--- src/rtl/uart_axislave_v2.sv ---
// AXI4-Lite register front end for a UART core: config, status, TX/RX streams.
// Define UART_AXISLAVE_IRQ_EN to build the IRQ_EN/IRQ_STATUS interrupt logic.
module uart_axislave_v2 #(
    parameter int C_S_AXI_DATA_WIDTH = 32,
    parameter int C_S_AXI_ADDR_WIDTH = 5,
    parameter int PRESCALER_WIDTH    = 16,
    parameter int DEFAULT_PRESCALER  = 25,
    parameter int MAX_DATA_BITS      = 8
) (
    input  logic                            S_AXI_ACLK,
    input  logic                            S_AXI_ARESETN,
    input  logic [C_S_AXI_ADDR_WIDTH-1:0]   S_AXI_AWADDR,
    input  logic [2:0]                      S_AXI_AWPROT,
    input  logic                            S_AXI_AWVALID,
    output logic                            S_AXI_AWREADY,
    input  logic [C_S_AXI_DATA_WIDTH-1:0]   S_AXI_WDATA,
    input  logic [C_S_AXI_DATA_WIDTH/8-1:0] S_AXI_WSTRB,
    input  logic                            S_AXI_WVALID,
    output logic                            S_AXI_WREADY,
    output logic [1:0]                      S_AXI_BRESP,
    output logic                            S_AXI_BVALID,
    input  logic                            S_AXI_BREADY,
    input  logic [C_S_AXI_ADDR_WIDTH-1:0]   S_AXI_ARADDR,
    input  logic [2:0]                      S_AXI_ARPROT,
    input  logic                            S_AXI_ARVALID,
    output logic                            S_AXI_ARREADY,
    output logic [C_S_AXI_DATA_WIDTH-1:0]   S_AXI_RDATA,
    output logic [1:0]                      S_AXI_RRESP,
    output logic                            S_AXI_RVALID,
    input  logic                            S_AXI_RREADY,
    output logic [PRESCALER_WIDTH-1:0]      PR_DIV,
    output logic                            STOP_BITS,
    output logic [2:0]                      PARITY,
    output logic [3:0]                      DATA_BITS,
    input  logic                            TXB,
    input  logic                            RXB,
    input  logic                            RXE,
    input  logic                            TXF,
    input  logic                            RX_OVR,
    input  logic                            RX_PERR,
    output logic [MAX_DATA_BITS-1:0]        TX_TDATA,
    output logic                            TX_TVALID,
    input  logic                            TX_TREADY,
    input  logic [MAX_DATA_BITS-1:0]        RX_TDATA,
    input  logic                            RX_TVALID,
    output logic                            RX_TREADY,
    output logic                            IRQ
);

    localparam logic [1:0] RESP_OKAY   = 2'b00;
    localparam logic [1:0] RESP_SLVERR = 2'b10;

    logic                          aw_ready_q;
    logic                          wr_start;
    logic                          rd_start;
    logic [2:0]                    wr_idx;
    logic [2:0]                    rd_idx;
    logic [PRESCALER_WIDTH-1:0]    prescaler;
    logic [PRESCALER_WIDTH-1:0]    pr_next;
    logic                          stop_q;
    logic [2:0]                    parity_q;
    logic [3:0]                    dbits_q;
    logic [C_S_AXI_DATA_WIDTH-1:0] rd_word;
    logic [1:0]                    rd_resp;
    logic [3:0]                    irq_en_rd;
    logic [3:0]                    irq_st_rd;
    logic                          unused_inputs;

    assign wr_idx = S_AXI_AWADDR[4:2];
    assign rd_idx = S_AXI_ARADDR[4:2];

    // A write start wins over a read start so both never handshake together.
    assign wr_start = S_AXI_AWVALID & S_AXI_WVALID & ~S_AXI_BVALID & ~aw_ready_q;
    assign rd_start = S_AXI_ARVALID & ~S_AXI_ARREADY & ~S_AXI_RVALID
                    & ~wr_start & ~aw_ready_q;

    assign S_AXI_AWREADY = aw_ready_q;
    assign S_AXI_WREADY  = aw_ready_q;

    assign PR_DIV    = prescaler;
    assign STOP_BITS = stop_q;
    assign PARITY    = parity_q;
    assign DATA_BITS = dbits_q;

    assign RX_TREADY = S_AXI_ARREADY & (rd_idx == 3'd6) & RX_TVALID;

    assign unused_inputs = ^{S_AXI_AWPROT, S_AXI_ARPROT, S_AXI_AWADDR,
                             S_AXI_ARADDR, S_AXI_WDATA, S_AXI_WSTRB,
                             RX_OVR, RX_PERR};

    always_comb begin
        pr_next = prescaler;
        for (int i = 0; i < PRESCALER_WIDTH; i++) begin
            if (S_AXI_WSTRB[i/8]) pr_next[i] = S_AXI_WDATA[i];
        end
    end

    always_comb begin
        rd_word = '0;
        rd_resp = RESP_OKAY;
        case (rd_idx)
            3'd0: rd_word[PRESCALER_WIDTH-1:0] = prescaler;
            3'd1: rd_word[7:0] = {dbits_q, parity_q, stop_q};
            3'd2: rd_word[3:0] = {TXF, RXE, RXB, TXB};
            3'd3: rd_word[3:0] = irq_en_rd;
            3'd4: rd_word[3:0] = irq_st_rd;
            3'd6: begin
                if (RX_TVALID) rd_word[MAX_DATA_BITS-1:0] = RX_TDATA;
                else           rd_resp = RESP_SLVERR;
            end
            default: ;
        endcase
    end

    always_ff @(posedge S_AXI_ACLK or negedge S_AXI_ARESETN) begin
        if (!S_AXI_ARESETN) begin
            aw_ready_q    <= 1'b0;
            S_AXI_ARREADY <= 1'b0;
            S_AXI_BVALID  <= 1'b0;
            S_AXI_BRESP   <= RESP_OKAY;
            S_AXI_RVALID  <= 1'b0;
            S_AXI_RRESP   <= RESP_OKAY;
            S_AXI_RDATA   <= '0;
            prescaler     <= PRESCALER_WIDTH'(DEFAULT_PRESCALER);
            stop_q        <= 1'b0;
            parity_q      <= 3'd0;
            dbits_q       <= 4'd8;
            TX_TDATA      <= '0;
            TX_TVALID     <= 1'b0;
        end else begin
            aw_ready_q    <= wr_start;
            S_AXI_ARREADY <= rd_start;
            if (S_AXI_BVALID && S_AXI_BREADY) S_AXI_BVALID <= 1'b0;
            if (S_AXI_RVALID && S_AXI_RREADY) S_AXI_RVALID <= 1'b0;
            if (TX_TVALID && TX_TREADY) TX_TVALID <= 1'b0;
            if (S_AXI_ARREADY) begin
                S_AXI_RVALID <= 1'b1;
                S_AXI_RDATA  <= rd_word;
                S_AXI_RRESP  <= rd_resp;
            end
            if (aw_ready_q) begin
                S_AXI_BVALID <= 1'b1;
                S_AXI_BRESP  <= RESP_OKAY;
                case (wr_idx)
                    3'd0: prescaler <= pr_next;
                    3'd1: begin
                        if (S_AXI_WSTRB[0]) begin
                            stop_q   <= S_AXI_WDATA[0];
                            parity_q <= S_AXI_WDATA[3:1];
                            if (S_AXI_WDATA[7:4] >= 4'd5 &&
                                S_AXI_WDATA[7:4] <= 4'(MAX_DATA_BITS))
                                dbits_q <= S_AXI_WDATA[7:4];
                        end
                    end
                    3'd5: begin
                        // A character still waiting to be taken is never overwritten.
                        if (!TX_TVALID) begin
                            TX_TDATA  <= S_AXI_WDATA[MAX_DATA_BITS-1:0];
                            TX_TVALID <= 1'b1;
                        end else begin
                            S_AXI_BRESP <= RESP_SLVERR;
                        end
                    end
                    default: ;
                endcase
            end
        end
    end

`ifdef UART_AXISLAVE_IRQ_EN
    logic [3:0] irq_en;
    logic [3:0] irq_st;
    logic [3:0] irq_set;
    logic [3:0] irq_clr;
    logic       txb_q;
    logic       rxe_q;

    assign irq_en_rd = irq_en;
    assign irq_st_rd = irq_st;
    assign irq_set   = {RX_PERR, RX_OVR, rxe_q & ~RXE, txb_q & ~TXB};
    assign irq_clr   = (aw_ready_q && wr_idx == 3'd4 && S_AXI_WSTRB[0])
                     ? S_AXI_WDATA[3:0] : 4'd0;

    always_ff @(posedge S_AXI_ACLK or negedge S_AXI_ARESETN) begin
        if (!S_AXI_ARESETN) begin
            irq_en <= 4'd0;
            irq_st <= 4'd0;
            txb_q  <= 1'b0;
            rxe_q  <= 1'b0;
            IRQ    <= 1'b0;
        end else begin
            txb_q <= TXB;
            rxe_q <= RXE;
            if (aw_ready_q && wr_idx == 3'd3 && S_AXI_WSTRB[0])
                irq_en <= S_AXI_WDATA[3:0];
            // New events override a same-cycle clear.
            irq_st <= (irq_st & ~irq_clr) | irq_set;
            IRQ    <= |(irq_st & irq_en);
        end
    end
`else
    assign irq_en_rd = 4'd0;
    assign irq_st_rd = 4'd0;
    assign IRQ       = 1'b0;
`endif

endmodule
--- config.mk ---
export PLATFORM = sky130hd
export DESIGN_NAME = uart_axislave_v2
export DESIGN_NICKNAME = d
export VERILOG_FILES = /design/src/rtl/uart_axislave_v2.sv
export SDC_FILE = /design/constraint.sdc
export NUM_CORES = 1
export LEC_CHECK = 0
export CORE_ASPECT_RATIO = 1.75
export CORE_MARGIN = 2
export CORE_UTILIZATION = 41
export DETAILED_ROUTE_END_ITERATION = 8
export GPL_ROUTABILITY_DRIVEN = 0
export PLACE_DENSITY = 0.86
export SYNTH_ARGS = -nofsm -noshare
export SYNTH_HDL_FRONTEND = slang
export SYNTH_SLANG_ARGS = --single-unit
--- constraint.sdc ---
create_clock -name S_AXI_ACLK -period 4.09 [get_ports S_AXI_ACLK]
set_input_delay 1.227 -clock S_AXI_ACLK [delete_from_list [all_inputs] [get_ports S_AXI_ACLK]]
set_output_delay 1.227 -clock S_AXI_ACLK [all_outputs]
set_load 0.05 [all_outputs]
==> flow_summary.html <==
<table>
<tr><th>Metric</th><th>Value</th></tr>
<tr><th colspan="2">Run status</th></tr>
<tr><td>Outcome</td><td>finished, final reports clean</td></tr>
<tr><th colspan="2">Detailed routing</th></tr>
<tr><td>Via count of the routed design</td><td>2020</td></tr>
<tr><td>Average wire per cell in the routed design</td><td>14.6 µm</td></tr>
<tr><td>Final WL</td><td>6.02 mm</td></tr>
<tr><td>Drt first pass iters</td><td>4</td></tr>
<tr><td>Remaining antenna violation count</td><td>0</td></tr>
<tr><td>Initial drt markers</td><td>88</td></tr>
<tr><td>Final routed DRC violation total</td><td>0</td></tr>
<tr><td>Via count normalized by instance count</td><td>4.89</td></tr>
<tr><th colspan="2">Yosys</th></tr>
<tr><td>Synth Instances</td><td>228</td></tr>
<tr><td>Most used standard cells in the synthesized netlist</td><td>dfrtp_1 (51), mux2_2 (36), buf_4 (20), nand2_1 (18), inv_1 (17)</td></tr>
<tr><td>Share of Yosys cell area claimed by the top area cell type</td><td>0.491</td></tr>
<tr><td>Synthesized area per cell</td><td>11.4 µm²</td></tr>
<tr><td>Most used flip-flop cell after synthesis</td><td>dfrtp_1</td></tr>
<tr><td>Sequential area share after synthesis</td><td>0.531</td></tr>
<tr><td>Most used standard cell by instance count after synthesis</td><td>dfrtp_1</td></tr>
<tr><td>Synth Register Bits</td><td>55</td></tr>
<tr><td>Synthesis warning total</td><td>0</td></tr>
<tr><td>Post-synth design cell area</td><td>2600 µm²</td></tr>
<tr><td>Fraction of synthesis flops using an asynchronous set or reset pin</td><td>1.00</td></tr>
<tr><td>Unique masters post-synth</td><td>35</td></tr>
<tr><td>Number of enable flip-flop cells after synthesis</td><td>0</td></tr>
<tr><td>Biggest area consumer among synthesized cells</td><td>dfrtp_1</td></tr>
<tr><td>Most area-consuming cells after synthesis</td><td>dfrtp_1 (49%), mux2_2 (16%), buf_4 (5.8%)</td></tr>
<tr><th colspan="2">Worst setup path</th></tr>
<tr><td>Series of cell instances along the critical path</td><td>clkdlybuf4s50_1 -&gt; nand2_1 -&gt; nor3b_2 -&gt; and2_1 -&gt; buf_12</td></tr>
<tr><td>Reg2Reg Setup Slack</td><td>2240 ps</td></tr>
<tr><td>CP Max Fanout</td><td>3</td></tr>
<tr><td>Cell with the largest stage delay on the worst path</td><td>clkdlybuf4s50_1</td></tr>
<tr><td>Combined buffer and inverter count along the critical path</td><td>2</td></tr>
<tr><td>Destination of the worst register-to-register timing path</td><td>PARITY[1]</td></tr>
<tr><td>CP Data Arrival Time</td><td>2390 ps</td></tr>
<tr><td>Endpoint of the most critical setup path</td><td>RX_TREADY</td></tr>
<tr><td>Worst-case reg-to-reg path depth</td><td>3</td></tr>
<tr><td>Kind of cell with the highest combined delay on the critical path</td><td>buffers and inverters</td></tr>
<tr><td>Critical path data required time</td><td>2860 ps</td></tr>
<tr><td>Crit. End Element</td><td>primary output</td></tr>
<tr><td>RR Startpoint</td><td>S_AXI_AWREADY</td></tr>
<tr><td>Worst Setup Start Kind</td><td>input pin</td></tr>
<tr><td>Worst Setup Path Type</td><td>input pin to primary output</td></tr>
<tr><td>Worst setup startpoint</td><td>S_AXI_ARADDR[4]</td></tr>
<tr><td>Largest incremental delay on the critical path</td><td>490 ps</td></tr>
<tr><td>Depth of the critical timing path with buffers and inverters included</td><td>5</td></tr>
<tr><th colspan="2">Clocking</th></tr>
<tr><td>Number of buffers inserted for hold repair after clock tree synthesis</td><td>0</td></tr>
<tr><td>Setup Buffers After CTS</td><td>0</td></tr>
<tr><td>Clock edge transition at the registers on the reported setup and hold paths</td><td>90 ps</td></tr>
<tr><td>Clock root buffer master</td><td>clkbuf_8</td></tr>
<tr><td>Clk Latency, worst-skew pair</td><td>300 ps</td></tr>
<tr><td>Htree depth</td><td>2</td></tr>
<tr><td>Clock tree from TritonCTS</td><td>built</td></tr>
<tr><td>Clock buffer depth</td><td>2</td></tr>
<tr><td>CTS Buf Count</td><td>5</td></tr>
<tr><td>Sinks on Clock Net</td><td>55</td></tr>
<tr><td>Number of gates given a new drive strength after cts</td><td>0</td></tr>
<tr><th colspan="2">Final layout</th></tr>
<tr><td>Ant diodes</td><td>0</td></tr>
<tr><td>Storage element area</td><td>1380 µm²</td></tr>
<tr><td>Fraction of final layout cells sized beyond drive strength 1</td><td>0.198</td></tr>
<tr><td>Total area of multi-input combinational cells</td><td>1040 µm²</td></tr>
<tr><td>Area growth from synthesis to final layout</td><td>43.5%</td></tr>
<tr><td>Final net count</td><td>407</td></tr>
<tr><td>Fillers</td><td>541</td></tr>
<tr><td>Share of the core filled with cells</td><td>0.604</td></tr>
<tr><th colspan="2">STA</th></tr>
<tr><td>Fmax</td><td>277 MHz</td></tr>
<tr><td>Layout Skew</td><td>5.66 ps</td></tr>
<tr><td>Final setup margin</td><td>474 ps</td></tr>
<tr><td>Final Max Tran Viols</td><td>0</td></tr>
<tr><td>Final period util</td><td>0.884</td></tr>
<tr><td>Setup repair after global routing missed its margin</td><td>no</td></tr>
<tr><td>Worst hold margin</td><td>483 ps</td></tr>
<tr><td>Total negative slack for setup checks</td><td>0 ps</td></tr>
<tr><td>Count of final setup violators</td><td>0</td></tr>
<tr><td>Max-Slew Margin vs Limit</td><td>0.473</td></tr>
<tr><td>Count of final hold-check violations</td><td>0</td></tr>
<tr><td>Worst-Margin Slew</td><td>789 ps</td></tr>
<tr><td>Clock period minus final worst setup slack</td><td>3620 ps</td></tr>
<tr><th colspan="2">Floorplanning</th></tr>
<tr><td>Std cell rows</td><td>38</td></tr>
<tr><td>Vertical extent of the die</td><td>109 µm</td></tr>
<tr><td>Die width</td><td>64.2 µm</td></tr>
<tr><td>Initial standard-cell utilization of the core</td><td>0.421</td></tr>
<tr><td>Top Ports</td><td>151</td></tr>
<tr><td>Area of the core</td><td>6180 µm²</td></tr>
<tr><td>Die Area</td><td>7020 µm²</td></tr>
<tr><th colspan="2">Placed design</th></tr>
<tr><td>Worst slack at placement</td><td>465 ps</td></tr>
<tr><td>IO buf count</td><td>101</td></tr>
<tr><td>Post-detailed-placement half-perimeter wirelength</td><td>4.74 mm</td></tr>
<tr><th colspan="2">Run</th></tr>
<tr><td>Number of max-cap violations</td><td>0</td></tr>
<tr><th colspan="2">Pwr</th></tr>
<tr><td>Maximum VDD drop</td><td>0.298 mV</td></tr>
<tr><td>Power Density</td><td>472 nW/µm²</td></tr>
<tr><td>Leak Pwr</td><td>1.59 nW</td></tr>
<tr><td>Power, Total</td><td>1.76 mW</td></tr>
<tr><th colspan="2">GRT</th></tr>
<tr><td>Remaining global-route overflow</td><td>0</td></tr>
<tr><td>Antenna violations before repair</td><td>0</td></tr>
<tr><td>Global-route wire length before repair</td><td>9.51 mm</td></tr>
<tr><td>Vias in the first global route</td><td>1940</td></tr>
<tr><td>Pin count of the biggest net entering global routing</td><td>36</td></tr>
<tr><td>Total routing resource utilization after global routing</td><td>0.174</td></tr>
<tr><th colspan="2">Worst hold path</th></tr>
<tr><td>Class of the tightest hold or removal check</td><td>register to register</td></tr>
</table>
placed cells by master (no fill, tap or decap), types with 2 or more instances in the layout:
master,count
clkbuf_8,5
buf_4,6
a22oi_1,4
dfstp_2,4
conb_1,19
o21ai_0,14
clkdlybuf4s50_1,99
nand3b_1,2
a21oi_1,7
a21o_1,2
mux2_2,36
o22ai_1,4
inv_1,17
dfrtp_1,51
nand2_2,2
nand2_1,18
a31oi_1,6
or3b_4,2
nand2b_1,5
nor2_1,9
o211ai_1,2
metal layers:
metal,track usage,up-vias,part of all wire
li1,-,958,-
met1,0.199,975,0.38
met5,0,-,0
met3,0.0297,7,0.054
met2,0.317,80,0.54
met4,0.0745,0,0.019
flip-flops by register name (all words and copies together), names as in the netlist:
register       cells
S_AXI_BVALID       1
S_AXI_RDATA       16
TX_TDATA           8
STOP_BITS          1
S_AXI_RVALID       1
S_AXI_ARREADY      1
S_AXI_AWREADY      1
S_AXI_RRESP        1
PR_DIV            16
TX_TVALID          1
S_AXI_BRESP        1
PARITY             3
DATA_BITS          4
how the worst min path moves through the flow:
stage | from | to | cells after the start
6_report | S_AXI_RVALID | S_AXI_ARREADY | 1
2_1_floorplan | DATA_BITS[3] | DATA_BITS[3] | 1
4_1_cts | S_AXI_RVALID | S_AXI_ARREADY | 1
5_1_grt | S_AXI_RVALID | S_AXI_ARREADY | 1
3_3_place_gp | S_AXI_RVALID | S_AXI_ARREADY | 1
3_5_place_dp | S_AXI_RVALID | S_AXI_ARREADY | 1
cell families after synthesis:
logic type             share of synthesized area
muxes                                      0.160
buffers and inverters                     0.0948
other                                    0.00144
DFF                                        0.531
and+or+nand+nor                            0.115
AOI/OAI and AO/OA                         0.0976
worst reg2reg max path, cell delays in order (launching register included):
cell     delay [ps]
dfrtp_1         490
or3b_4          470
nor2_1          390
mux2_2          390
layout make-up:
type                       count  area share
clock buffer                   6      0.0194
multi-input combinational    146       0.279
sequential                    55       0.370
timing repair buffer         107       0.284
clock inverter                 2     0.00335
inverter                      17      0.0171
tap                           80      0.0268
where the power goes:
group	internal, mW	switching (mW)	leakage (nW)
registers	0.640	0.0616	0.710
logic	0.275	0.497	0.838
clock network	0.120	0.169	0.0412
per-stage QoR:
step	std cells	cell area, µm²
final	413	3730
after global routing	413	3730
after CTS	413	3730
after detailed placement	405	3650
after global placement	405	3650
after floorplan	246	2670
Power figures use the tool's default switching activity.
